**config.mk**
```make
export PLATFORM = sky130hd
export DESIGN_NAME = mem_ctrl
export DESIGN_NICKNAME = d
export VERILOG_FILES = /design/src/rtl/cpu_pkg.sv /design/src/rtl/mem_ctrl_wait_timer.sv /design/src/rtl/mem_ctrl.sv
export SDC_FILE = /design/constraint.sdc
export NUM_CORES = 1
export LEC_CHECK = 0
export CORE_ASPECT_RATIO = 0.75
export CORE_UTILIZATION = 40
export CTS_CLUSTER_SIZE = 30
export DETAILED_ROUTE_END_ITERATION = 12
export DONT_BUFFER_PORTS = 1
export GPL_TIMING_DRIVEN = 1
export PLACE_DENSITY_LB_ADDON = 0.3
export SKIP_LAST_GASP = 1
export SLEW_MARGIN = 20
export SYNTH_ARGS = -nofsm -noshare
export SYNTH_HDL_FRONTEND = slang
export SYNTH_SLANG_ARGS = --single-unit
```
**constraint.sdc**
```tcl
create_clock -name clk -period 2.8 [get_ports clk]
set_input_delay 0.7 -clock clk [delete_from_list [all_inputs] [get_ports clk]]
set_output_delay 0.7 -clock clk [all_outputs]
set_load 0.005 [all_outputs]
```
**src/rtl/cpu_pkg.sv**
```systemverilog
// Shared CPU-wide types and default bus widths used by control, register file
// and the memory bus controller.
package cpu_pkg;

  localparam int CPU_DATA_W = 32;
  localparam int CPU_ADDR_W = 16;

  typedef enum logic [1:0] {
    IDLE,
    REQ,
    DONE
  } mem_state_e;

endpackage

```
**src/rtl/mem_ctrl_wait_timer.sv**
```systemverilog
// Saturating wait counter; tc flags the cycle whose un-acked edge would
// bring the count up to TIMEOUT.
module wait_timer #(
  parameter int TIMEOUT = 255
) (
  input  logic clk,
  input  logic rst_n,
  input  logic clr,
  input  logic en,
  output logic tc
);

  localparam int W = $clog2(TIMEOUT + 1);
  localparam logic [W-1:0] LIMIT = W'(TIMEOUT);
  localparam logic [W-1:0] LAST  = W'(TIMEOUT - 1);

  logic [W-1:0] count;

  // Clear wins over enable; the count stops at LIMIT instead of wrapping.
  always_ff @(posedge clk or negedge rst_n) begin
    if (!rst_n) begin
      count <= '0;
    end else if (clr) begin
      count <= '0;
    end else if (en && count != LIMIT) begin
      count <= count + 1'b1;
    end
  end

  assign tc = (count == LAST);

endmodule

```
**src/rtl/mem_ctrl.sv**
```systemverilog
// Memory bus controller: converts held mem_rd/mem_wr strobes into a req/ack
// transaction with a four-phase done handshake and a bounded wait.
module mem_ctrl
  import cpu_pkg::*;
#(
  parameter int DATA_W  = CPU_DATA_W,
  parameter int ADDR_W  = CPU_ADDR_W,
  parameter int TIMEOUT = 255
) (
  input  logic              clk,
  input  logic              rst_n,
  input  logic              mem_rd,
  input  logic              mem_wr,
  input  logic [ADDR_W-1:0] addr,
  input  logic [DATA_W-1:0] wdata,
  output logic [DATA_W-1:0] rdata,
  output logic              busy,
  output logic              done,
  output logic              err,
  output logic              m_req,
  output logic              m_we,
  output logic [ADDR_W-1:0] m_addr,
  output logic [DATA_W-1:0] m_wdata,
  input  logic [DATA_W-1:0] m_rdata,
  input  logic              m_ack
);

  mem_state_e state;
  logic       timer_tc;

  wait_timer #(
    .TIMEOUT(TIMEOUT)
  ) u_wait_timer (
    .clk  (clk),
    .rst_n(rst_n),
    .clr  (state != REQ),
    .en   ((state == REQ) && !m_ack),
    .tc   (timer_tc)
  );

  // Every output is a register updated alongside the state, so no input
  // reaches an output combinationally.
  always_ff @(posedge clk or negedge rst_n) begin
    if (!rst_n) begin
      state   <= IDLE;
      rdata   <= '0;
      busy    <= 1'b0;
      done    <= 1'b0;
      err     <= 1'b0;
      m_req   <= 1'b0;
      m_we    <= 1'b0;
      m_addr  <= '0;
      m_wdata <= '0;
    end else begin
      case (state)
        IDLE: begin
          if (mem_rd ^ mem_wr) begin
            m_addr  <= addr;
            m_wdata <= wdata;
            m_we    <= mem_wr;
            err     <= 1'b0;
            m_req   <= 1'b1;
            busy    <= 1'b1;
            state   <= REQ;
          end else if (mem_rd && mem_wr) begin
            err   <= 1'b1;
            done  <= 1'b1;
            busy  <= 1'b1;
            state <= DONE;
          end
        end
        REQ: begin
          // An ack on the expiring edge still completes cleanly.
          if (m_ack) begin
            if (!m_we) rdata <= m_rdata;
            m_req <= 1'b0;
            done  <= 1'b1;
            state <= DONE;
          end else if (timer_tc) begin
            err   <= 1'b1;
            m_req <= 1'b0;
            done  <= 1'b1;
            state <= DONE;
          end
        end
        DONE: begin
          if (!mem_rd && !mem_wr) begin
            done  <= 1'b0;
            busy  <= 1'b0;
            state <= IDLE;
          end
        end
        default: begin
          state <= IDLE;
          m_req <= 1'b0;
          done  <= 1'b0;
          busy  <= 1'b0;
        end
      endcase
    end
  end

endmodule

```
==> load_flow_metrics.sql <==
INSERT INTO impl_metrics (metric_group, metric, value, unit) VALUES
('drt', 'wl', '7.53', 'mm'),
('timing', 'worst_slew_pin_slew', '610', 'ps'),
('power_and_ir_drop', 'leakagePower', '2.07', 'nW'),
('cts', 'cts_max_path_buffers', '2', ''),
('die', 'coreArea', '9740', 'sq um'),
('power_and_ir_drop', 'switching_power_as_a_share_of_total_power', '30.4', '%'),
('timing', 'whs', '38.8', 'ps'),
('die', 'floorplan.die.width', '118', 'microns'),
('drt', 'route.vias.total', '2025', ''),
('placement', 'dp_cells', '382', ''),
('global_routing', 'groute.layer.met2.usage', '23.2', '%'),
('critical_path', 'critical_path.top_delay_family', 'simple AND/OR/NAND/NOR gates', ''),
('finish', 'area_growth', '9.88', '%'),
('timing', 'postLayoutSetupSlackWorst', '859', 'ps'),
('cts', 'worst_skew_pair.late_latency', '350', 'ps'),
('timing', 'post-route-period-util', '69.3', '%'),
('critical_path', 'cp.required', '3030', 'ps'),
('timing', 'maxClockFrequency', '515', 'MHz'),
('drt', 'remaining_drc_errors', '0', ''),
('critical_path', 'critical_path.startpoint_type', 'primary input', ''),
('finish', 'layoutNonFillerInstCount', '398', ''),
('timing', 'timing.setup.tns', '0', 'ps'),
('power_and_ir_drop', 'power_switching', '1.52', 'mW'),
('finish', 'most_used_cells_in_the_layout_excluding_fill_and_tap_cells', '95 x sky130_fd_sc_hd__dfrtp_1, 46 x sky130_fd_sc_hd__mux2_4, 34 x sky130_fd_sc_hd__mux2_1', ''),
('die', 'core.rowCount', '31', ''),
('global_routing', 'grt_pass1_wl', '11.7', 'mm'),
('critical_path', 'critical-path-max-stage-delay', '510', 'ps'),
('yosys', 'netlist-cell-type-count', '40', ''),
('worst_hold_path', 'hold_class', 'in2async', ''),
('yosys', 'synth_seq_cells', '95', ''),
('placement', 'finalWeightedCongestion', '0.764', ''),
('timing', 'rsz_0062_raised_after_global_routing', 'no', ''),
('timing', 'slew_violations', '0', ''),
('yosys', 'post_synth_instance_area', '4040', 'sq um'),
('timing', 'relSlewSlack', '59.3', '%'),
('timing', 'final_hold_viol_count', '0', ''),
('cts', 'post_cts_resize_count', '0', ''),
('drt', 'routed_wire_length_per_instance', '18.9', 'microns'),
('critical_path', 'worstSetupEndpointType', 'register', ''),
('global_routing', 'antenna_found_initial', '0', ''),
('die', 'die_outline_area', '10500', 'sq um'),
('timing', 'worst_clock_skew', '7.74', 'ps'),
('cts', 'num_cts_buffers', '9', ''),
('drt', 'drt.antenna.violating_nets', '0', ''),
('finish', 'most_common_cell_after_layout_fill_and_taps_aside', 'sky130_fd_sc_hd__dfrtp_1', ''),
('power_and_ir_drop', 'seqPwrFrac', '51.5', '%'),
('global_routing', 'grt_pass1_vias', '2095', ''),
('yosys', 'syn_nets', '350', ''),
('placement', 'post_dp_cell_area', '4150', 'sq um'),
('placement', 'place_hpwl', '5.37', 'mm'),
('status', 'run_status', 'completed', ''),
('yosys', 'post_synthesis_mean_instance_area', '15.5', 'sq um'),
('cts', 'tritoncts', 'built', ''),
('power_and_ir_drop', 'clockPowerShare', '23.7', '%'),
('cts', 'cts-root-buf', 'sky130_fd_sc_hd__clkbuf_16', ''),
('drt', 'detailedRoute.firstPassIterationCount', '4', ''),
('yosys', 'synth.yosys.seq_area_share', '58.9', '%'),
('critical_path', 'timing.critical_path.slowest_stage_cell', 'sky130_fd_sc_hd__or3b_4', ''),
('critical_path', 'r2r_setup_slack', '880', 'ps'),
('power_and_ir_drop', 'power.combinational.fraction', '24.8', '%'),
('drt', 'via_per_inst', '5.09', ''),
('power_and_ir_drop', 'p_per_area', '1130', 'nW/um^2'),
('finish', 'utilization', '45.6', '%'),
('power_and_ir_drop', 'power.ir.vdd_worst', '404', 'uV'),
('yosys', 'syn_inst', '260', ''),
('global_routing', 'grt_use_met3', '6.89', '%'),
('placement', 'placement.setup.worst_slack', '491', 'ps'),
('critical_path', 'critical_path_peak_fanout', '14', ''),
('cts', 'total_number_of_h_tree_levels', '3', ''),
('cts', 'postCtsSetupBuffers', '0', ''),
('cts', 'cts.clk_slew.worst_paths', '70', 'ps');
flip-flops by register name (all words and copies together) (netlist names):
signal	count
busy	1
done	1
err	1
m_addr	16
m_req	1
m_wdata	32
m_we	1
rdata	32
state	2
u_wait_timer.count	8
synthesized netlist by cell type (all sizes together):
| library cell | instances | area, sq um |
|---|---|---|
| a211oi | 1 | 7.51 |
| a311oi | 2 | 17.5 |
| o21bai | 1 | 7.51 |
| a31o | 1 | 8.76 |
| dfrtp | 95 | 2380 |
| nor2 | 4 | 15.0 |
| o21ai | 4 | 20.0 |
| or2 | 1 | 6.26 |
| and4 | 1 | 8.76 |
| nand4b | 1 | 8.76 |
| clkbuf | 3 | 11.3 |
| inv | 5 | 18.8 |
| buf | 11 | 106 |
| o311ai | 1 | 8.76 |
| a211o | 1 | 8.76 |
| mux2i | 3 | 30.0 |
| or3b | 1 | 8.76 |
| a21oi | 3 | 15.0 |
| and3b | 1 | 8.76 |
| nand3b | 1 | 7.51 |
| o22ai | 2 | 12.5 |
| nor3 | 2 | 10.0 |
| nor2b | 4 | 25.0 |
| ha | 5 | 62.6 |
| o41ai | 1 | 8.76 |
| nand2 | 10 | 37.5 |
| nor3b | 1 | 12.5 |
| o22a | 1 | 8.76 |
| and2 | 1 | 6.26 |
| a31oi | 2 | 12.5 |
| mux2 | 80 | 1070 |
| and3 | 1 | 6.26 |
| nand3 | 2 | 10.0 |
| o31ai | 3 | 22.5 |
| a41o | 1 | 10.0 |
| nand2b | 3 | 18.8 |
worst max path at each step:
stage | start | to | slack (ps) | depth (start not counted)
after floorplan | mem_wr | m_addr[0] | 710 | 6
after global routing | state[1] | rdata[10] | 760 | 4
after CTS | mem_wr | m_wdata[21] | 860 | 5
after detailed placement | mem_wr | m_wdata[14] | 490 | 5
final | mem_wr | m_wdata[21] | 860 | 5
after global placement | mem_wr | m_wdata[22] | 550 | 5
power by group through the flow:
stage,registers [mW],logic (mW),clock network (mW)
after floorplan,2.40,1.18,0
after global placement,2.60,1.21,0
after detailed placement,2.60,1.26,0
after CTS,2.59,1.26,1.23
after global routing,2.66,1.35,1.27
final,2.57,1.24,1.19
routing by layer:
| metal | wire length, microns | vias up |
|---|---|---|
| li1 | - | 917 |
| met1 | 3250 | 1002 |
| met2 | 3450 | 93 |
| met3 | 695 | 13 |
| met4 | 135 | 0 |
| met5 | 0 | - |
layout make-up:
class / instances / area (sq um)
multi-input combinational: 146 / 1530
timing repair buffer: 4 / 55.1
tap: 132 / 165
fill: 876 / 5300
sequential: 95 / 2380
clock buffer: 9 / 225
clock inverter: 7 / 62.6
inverter: 5 / 18.8
cell families after synthesis:
family | count (synthesis) | share of synthesized area [%]
AO/OA/AOI/OAI | 24 | 4.18
adder cells (fa/ha/maj) | 5 | 1.55
buffers and inverters | 19 | 3.38
flip-flops | 95 | 58.9
multiplexers | 83 | 27.3
AND/OR/NAND/NOR | 34 | 4.71
Power figures use the tool's default switching activity.
